File: src/rtl/bolme_birimi.sv
// Restoring divider for DIV/DIVU/REM/REMU, one quotient bit per cycle.
// Optional macro BOLME_ERKEN_CIKIS_EN: zero-divisor/overflow cases bypass the iteration.
module bolme_birimi #(
  parameter int BIT = 32
) (
  input  logic           clk_i,
  input  logic           rstn_i,
  input  logic           basla_i,
  input  logic [1:0]     islem_i,
  input  logic [BIT-1:0] deger1_i,
  input  logic [BIT-1:0] deger2_i,
  input  logic           iptal_i,
  output logic [BIT-1:0] sonuc_o,
  output logic           gecerli_o,
  output logic           mesgul_o
);

  localparam int CW = $clog2(BIT + 1);

  typedef enum logic [1:0] {BOSTA, BOL, DUZELT} durum_t;

  durum_t         durum_q, durum_d;
  logic [1:0]     islem_q, islem_d;
  logic [BIT-1:0] bolum_q, bolum_d;
  logic [BIT:0]   kalan_q, kalan_d;
  logic [BIT-1:0] bolen_q, bolen_d;
  logic [BIT-1:0] ham_q, ham_d;
  logic           neg_b_q, neg_b_d;
  logic           neg_k_q, neg_k_d;
  logic           sifir_q, sifir_d;
  logic           tasma_q, tasma_d;
  logic [CW-1:0]  sayac_q, sayac_d;
  logic [BIT-1:0] sonuc_q, sonuc_d;
  logic           gecerli_q, gecerli_d;

  logic           isaretli, a_neg, b_neg, sifir, tasma, erken, kabul;
  logic [BIT-1:0] a_mag, b_mag, bolum_son, kalan_son;
  logic [BIT+1:0] deneme, fark;

  assign isaretli = ~islem_i[0];
  assign a_neg    = isaretli & deger1_i[BIT-1];
  assign b_neg    = isaretli & deger2_i[BIT-1];
  assign a_mag    = a_neg ? -deger1_i : deger1_i;
  assign b_mag    = b_neg ? -deger2_i : deger2_i;
  assign sifir    = (deger2_i == '0);
  assign tasma    = isaretli & (deger1_i == {1'b1, {(BIT-1){1'b0}}}) & (&deger2_i);
  assign kabul    = basla_i & ~iptal_i;

`ifdef BOLME_ERKEN_CIKIS_EN
  assign erken = sifir | tasma;
`else
  assign erken = 1'b0;
`endif

  // Trial subtraction on the shifted partial remainder; MSB of the difference is the borrow.
  assign deneme    = {kalan_q, bolum_q[BIT-1]};
  assign fark      = deneme - {2'b00, bolen_q};
  assign bolum_son = neg_b_q ? -bolum_q : bolum_q;
  assign kalan_son = neg_k_q ? -kalan_q[BIT-1:0] : kalan_q[BIT-1:0];

  always_ff @(posedge clk_i or negedge rstn_i) begin
    if (!rstn_i) begin
      durum_q   <= BOSTA;
      islem_q   <= '0;
      bolum_q   <= '0;
      kalan_q   <= '0;
      bolen_q   <= '0;
      ham_q     <= '0;
      neg_b_q   <= 1'b0;
      neg_k_q   <= 1'b0;
      sifir_q   <= 1'b0;
      tasma_q   <= 1'b0;
      sayac_q   <= '0;
      sonuc_q   <= '0;
      gecerli_q <= 1'b0;
    end else begin
      durum_q   <= durum_d;
      islem_q   <= islem_d;
      bolum_q   <= bolum_d;
      kalan_q   <= kalan_d;
      bolen_q   <= bolen_d;
      ham_q     <= ham_d;
      neg_b_q   <= neg_b_d;
      neg_k_q   <= neg_k_d;
      sifir_q   <= sifir_d;
      tasma_q   <= tasma_d;
      sayac_q   <= sayac_d;
      sonuc_q   <= sonuc_d;
      gecerli_q <= gecerli_d;
    end
  end

  always_comb begin
    durum_d = durum_q;
    case (durum_q)
      BOSTA:   if (kabul) durum_d = erken ? DUZELT : BOL;
      BOL:     if (sayac_q == CW'(1)) durum_d = DUZELT;
      DUZELT:  durum_d = BOSTA;
      default: durum_d = BOSTA;
    endcase
    if (iptal_i) durum_d = BOSTA;
  end

  always_comb begin
    islem_d   = islem_q;
    bolum_d   = bolum_q;
    kalan_d   = kalan_q;
    bolen_d   = bolen_q;
    ham_d     = ham_q;
    neg_b_d   = neg_b_q;
    neg_k_d   = neg_k_q;
    sifir_d   = sifir_q;
    tasma_d   = tasma_q;
    sayac_d   = sayac_q;
    sonuc_d   = sonuc_q;
    gecerli_d = 1'b0;
    case (durum_q)
      BOSTA: if (kabul) begin
        islem_d = islem_i;
        bolum_d = a_mag;
        kalan_d = '0;
        bolen_d = b_mag;
        ham_d   = deger1_i;
        neg_b_d = a_neg ^ b_neg;
        neg_k_d = a_neg;
        sifir_d = sifir;
        tasma_d = tasma;
        sayac_d = CW'(BIT);
      end
      BOL: if (!iptal_i) begin
        kalan_d = fark[BIT+1] ? deneme[BIT:0] : fark[BIT:0];
        bolum_d = {bolum_q[BIT-2:0], ~fark[BIT+1]};
        sayac_d = sayac_q - CW'(1);
      end
      DUZELT: if (!iptal_i) begin
        gecerli_d = 1'b1;
        if (sifir_q)      sonuc_d = islem_q[1] ? ham_q : '1;
        else if (tasma_q) sonuc_d = islem_q[1] ? '0 : ham_q;
        else              sonuc_d = islem_q[1] ? kalan_son : bolum_son;
      end
      default: ;
    endcase
  end

  assign sonuc_o   = sonuc_q;
  assign gecerli_o = gecerli_q;
  assign mesgul_o  = (durum_q != BOSTA);

endmodule

File: config.mk
export PLATFORM = sky130hd
export DESIGN_NAME = bolme_birimi
export DESIGN_NICKNAME = d
export VERILOG_FILES = /design/src/rtl/bolme_birimi.sv
export SDC_FILE = /design/constraint.sdc
export NUM_CORES = 1
export LEC_CHECK = 0
export ABC_AREA = 1
export CAP_MARGIN = 15
export CORE_MARGIN = 4
export CORE_UTILIZATION = 30
export DETAILED_ROUTE_END_ITERATION = 6
export SYNTH_ARGS = -nofsm -noshare
export SYNTH_HDL_FRONTEND = slang
export SYNTH_SLANG_ARGS = --single-unit
File: constraint.sdc
create_clock -name clk_i -period 2.1 [get_ports clk_i]
set_input_delay 0.42 -clock clk_i [delete_from_list [all_inputs] [get_ports clk_i]]
set_output_delay 0.42 -clock clk_i [all_outputs]
set_load 0.05 [all_outputs]
# Yosys cells after proc, flatten, opt, wreduce, memory -nomap -nowiden
# Cells that the tools add are included.
[word_totals]
output_inout_bits = 34
wordCells = 70
register_bits = 176
n_memories = 0
inputBits = 70
mem_bits_rw = 0
latch_bits = 0
romBits = 0
[classes]
muxes = 25
n_mul = 0
n_reduce_logical = 9
n_lt_le_gt_ge = 0
add_sub_neg = 6
n_div = 0
n_bitwise = 9
eq_ne = 8
shifts = 0
[ops]
columns = ["op", "count"]
rows = [
  ["32-bit two-way mux", 11],
  ["32-bit negator", 4],
  ["33-bit two-way mux", 3],
  ["33-bit one-hot mux with 2 select lines", 1],
  ["32-bit one-hot mux with 2 select lines", 1],
  ["34-bit by 32-bit subtractor with 34-bit output", 1],
  ["32-bit == test (second input constant)", 1],
  ["32-bit logical NOT", 1],
  ["32-bit AND reduction", 1],
  ["6-bit two-way mux", 2],
  ["6-bit one-hot mux with 2 select lines", 1],
  ["6-bit by 1-bit == test with 1-bit output (second input constant)", 1],
  ["2-bit two-way mux", 3],
  ["3-bit != test (second input constant)", 2],
  ["2-bit AND reduction", 3],
  ["6-bit by 1-bit subtractor with 6-bit output (second input constant)", 1],
  ["1-bit AND", 5],
  ["2-bit != test (second input constant)", 2],
  ["2-bit one-hot mux with 2 select lines", 1],
  ["2-bit nonzero test", 2],
  ["1-bit NOT", 3],
  ["3-bit AND reduction", 1],
  ["2-bit by 1-bit == test with 1-bit output (second input constant)", 1],
  ["2-bit == test (second input constant)", 1],
  ["other kinds (3)", 4],
]

# Longest topological paths before layout
[depth]
ltp_word = 5
ltp_mapped = 18
ltp_nobuf = 17

# Least setup slack after synthesis
# No wires, ideal clock.
[synth_path]
path_kind = "reg-to-reg"
startpoint = "register bolum_q[31]"
endpoint = "register kalan_q[22]"
path_stages_with_launch = 17
synth_period_minus_slack_ns = 2.031
n_path_buf = 0
t_required_ns = 1.982
t_arrival_ns = 1.913
setup_slack_ns = 0.069
setup_ns = 0.118
path_cell_list = "dfrtp_1 inv_1 ha_1 inv_1 fa_1 nand3_1 nand3_1 nand2_1 nand2_1 nand3_1 nand2_1 nand2_1 nand3b_1 nand2_1 nand2_1 nand3_1 nand2_1"
[synth_between]
elab_chain_len = 4
[synth_rtl]
columns = ["item", "line", "rtl"]
rows = [
  ["start: declaration", "24", "logic [BIT-1:0] bolum_q, bolum_d;"],
  ["start signal: assignment", "79", "bolum_q <= bolum_d;"],
  ["34-bit by 32-bit subtractor with 34-bit output", "57", "assign fark = deneme - {2'b00, bolen_q};"],
  ["33-bit two-way mux", "131", "kalan_d = fark[BIT+1] ? deneme[BIT:0] : fark[BIT:0];"],
  ["33-bit two-way mux", "130", "BOL: if (!iptal_i) begin"],
  ["33-bit one-hot mux with 2 select lines", "117", "case (durum_q)"],
  ["end signal: assignment", "80", "kalan_q <= kalan_d;"],
  ["end: declaration", "25", "logic [BIT:0] kalan_q, kalan_d;"],
]
# Every way passes these cells. The select of a mux whose other input is x is not followed.
# A chain may end at the register's enable or synchronous reset.

# Final worst setup path
[layout_path]
startpoint = "register kalan_q[25]"
endpoint = "register kalan_q[27]"
[layout_between]
elab_chain_len = 4
[layout_rtl]
columns = ["item", "line"]
rows = [
  ["34-bit by 32-bit subtractor with 34-bit output", "57"],
  ["33-bit two-way mux", "131"],
  ["33-bit two-way mux", "130"],
  ["33-bit one-hot mux with 2 select lines", "117"],
]
# Every way passes these cells. The select of a mux whose other input is x is not followed.

==> flow_summary.yaml <==
setup_path:
  setup.worst_path.class: "flip-flop to flip-flop"
  cpMostUsedCell: "nand2_1"
  slowest_stage: "dfrtp_1"
  start_kind: "flip-flop"
  r2r_slack_ns: -0.12
  cp_slowest_stage_delay_ns: 0.44
  r2r-end: "kalan_q[27]"
  worst_ep_required_time_ns: 2.46
  reg2regPathDepth: 14
  crit_arrival_ns: 2.59
  endpoint_kind: "flip-flop"
  worstPathMaxFanout: 4
  path_cells: "ha_4 -> buf_6 -> nand2_2 -> buf_4 -> nor2_2 -> nand2_1 -> nor2_1 -> nor2_1 -> nand2_1 -> nand2_1 -> nand2_1 -> nand2_4 -> nand3_2 -> nand2_1"
  reg2reg_from: "kalan_q[25]"
floorplan:
  coreArea_um2: 45800
  start_util_pct: 30.6
  rows: 78
  die_h_um: 224
  fp.dieW_um: 224
  ioPinCount: 104
  dieArea_um2: 50200
pwr:
  power.total_uw: 21900
  ir_drop_v: 0.000751
  internal_power_uw: 11500
  p_sw_uw: 10400
  seqPwrFrac_pct: 24.0
  p_sw_share_pct: 47.5
  power_frac_clock_pct: 14.4
  power.density_nw_per_um2: 1050
  p_leak_uw: 0.0109
  power_frac_comb_pct: 61.6
flow_run:
  maxCapViolCount: 0
global_route:
  grt_remaining_overflow: 0
  antenna_found_initial: 0
  globalRouteTotalUtil_pct: 22.3
  first_global_vias: 16113
  grt_pass1_wl_um: 89000
  grt_max_degree: 92
detailed_routing:
  routed_wl_um: 58100
  dr.pass1.iters: 6
  vias: 16964
  drtAntennaViolNets: 0
  routed_via_density: 5.02
  first_iter_violations: 1665
  routedWlPerCell_um: 17.2
  drc_errors: 0
status:
  status: "complete, but fails checks"
  violations: "negative setup slack"
finish:
  nets: 2874
  drive_gt1_share_pct: 28.1
  area_delta_synth_final_pct: 49.7
  mostFrequentLayoutCell: "nand2_1"
  antenna_cells: 0
  mostFrequentLayoutCells: "676 x nand2_1, 415 x buf_4, 243 x inv_1, 214 x o21ai_0, 163 x nor2_1"
hold_path:
  hold_end: "bolen_q[0]"
  hold_depth: 4
  hold_path.class: "input pin to flip-flop"
  min-delay-start: "deger2_i[0]"
synthesis:
  yosysWarnings: 0
  synth_seq_area_share_pct: 31.3
  async_flop_share_pct: 100
  synth_simple_gate_area_share_pct: 37.4
  synth_xor_xnor_area_share_pct: 2.31
  synth_top_family_by_area: "simple AND/OR/NAND/NOR gates"
  ys.flop_type: "dfrtp_1"
  syn_area_um2: 14000
  netlist_instances: 2279
  synth_seq_cells: 175
  synth_nets: 2389
  ys_types: 44
  muxShareOfSynthArea_pct: 0
  synth_edf_count: 0
  avgSynthCellArea_um2: 6.15
  synth_fa_ha_area_share_pct: 3.63
  synth_compound_area_share_pct: 15.6
timing:
  drv_slew: 0
  holdWs_ns: 0.427
  max_freq_mhz: 450
  postLayoutSetupSlackWorst_ns: -0.123
  rsz0062_at_grt: "yes"
  hold_viol: 0
  maxSlewHeadroom_pct: 57.4
  fin_crit_ns: 2.22
  post-route-period-util_pct: 106
  worst_pin_slew_ns: 0.638
  finalClockSkew_ns: 0.0167
  final-setup-viol-count: 35
place:
  dpl.hpwl_um: 45100
  place_congestion: 0.982
  portBuffers: 103
  place_ws_ns: -0.516
clock_tree:
  cts_tree: "yes"
  cts.sinks: 175
  clk_path_buf_depth: 2
  clkLatencyLatePin_ns: 0.48
  htreeDepth: 4
  root_buffer: "clkbuf_16"
  cts_buffers: 17
  clkTransAtPathRegs_ns: 0.07
-- through the flow --
step,utilization [%],TNS (ns),std cells,instance area [µm²]
after floorplan,-,0,2279,14000
after global routing,45.8,-6.59,3376,21000
after CTS,43.6,-1.81,3362,19900
after global placement,40.8,-20.26,3309,18700
after detailed placement,40.8,-21.32,3309,18700
final,45.8,-2.34,3376,21000
-- worst max-delay path by stage --
stage	from	to	cells after the start
2_1_floorplan	bolum_q[31]	kalan_q[22]	16
3_3_place_gp	deger1_i[1]	bolum_q[31]	9
3_5_place_dp	deger1_i[1]	bolum_q[31]	9
4_1_cts	kalan_q[25]	kalan_q[6]	15
5_1_grt	kalan_q[11]	kalan_q[18]	13
6_report	kalan_q[25]	kalan_q[27]	14
-- cells in the mapped netlist, types with 3 or more instances --
master	number	share of area, %
buf_1	8	0.21
buf_2	9	0.32
nand2_2	5	0.22
inv_1	266	7.1
clkbuf_1	56	1.5
inv_2	6	0.16
o21ai_0	227	8.1
o221ai_1	3	0.19
a21o_1	4	0.21
dfrtp_1	175	31
nor3_1	24	0.86
nand4_1	32	1.4
nand2_1	767	21
nand3b_1	10	0.54
o21bai_1	4	0.21
a21oi_1	121	4.3
nor2_1	209	5.6
o21ai_1	12	0.43
nand3_1	189	6.8
o211ai_1	12	0.64
nor4_1	6	0.27
a31oi_1	10	0.45
o22ai_1	8	0.36
ha_1	39	3.5
nor3_2	3	0.21
buf_6	3	0.24
xor2_1	14	0.88
buf_4	3	0.16
xnor2_1	23	1.4
nor2_2	9	0.40
o31ai_1	3	0.16
-- routing by layer --
layer,wire [µm],GRT usage [%],part of all wire (%)
met5,0,0,0
met4,1450,6.76,2.5
met3,3400,2.50,5.9
met2,26600,35.3,46
met1,26700,32.1,46
-- cells by family after synthesis --
family,after synthesis
buf+inv,353
flops,175
simple gates,1262
fa+ha+maj,40
xor+xnor,37
compound gates,412
-- worst max-delay path: cells and delay by family (launching register included) --
| family | cells | cell delay [ns] |
|---|---|---|
| adders and majority gates | 1 | 0.32 |
| buffers and inverters | 2 | 0.26 |
| and+or+nand+nor | 11 | 1.10 |
| DFF | 1 | 0.44 |
-- power groups by stage --
stage               Sequential [µW]  Combinational (µW)  Clock [µW]
finish                         5260               13500        3160
global route                   5390               14700        3350
CTS                            5210               12300        3210
detailed placement             5250               11600           0
global placement               5220               11500           0
floorplan                      5960                5550           0
-- area by class of cell --
| class | instances | area, µm² |
|---|---|---|
| clock buffers | 17 | 425 |
| multi-input cells | 1751 | 9620 |
| well taps | 600 | 751 |
| flip-flops and latches | 175 | 4400 |
| clock inverters | 14 | 130 |
| inverters | 274 | 1030 |
| repair buffers | 545 | 4600 |
| fillers | 4604 | 24800 |
-- flip-flops by register name (all words and copies together) (netlist names), 2 cells and up --
name     cells
bolen_q     32
bolum_q     32
durum_q      2
ham_q       32
kalan_q     33
sayac_q      6
sonuc_o     32
-- what timing repair did --
action	4_1_cts	5_1_grt
endpoints found under the hold margin	43	0
pin swaps	49	84
gates resized for setup	128	268
setup buffers	20	16
cloned	1	0
hold buffers	1	0
endpoints found under the setup margin	59	87
(Power assumes the default switching activity.)
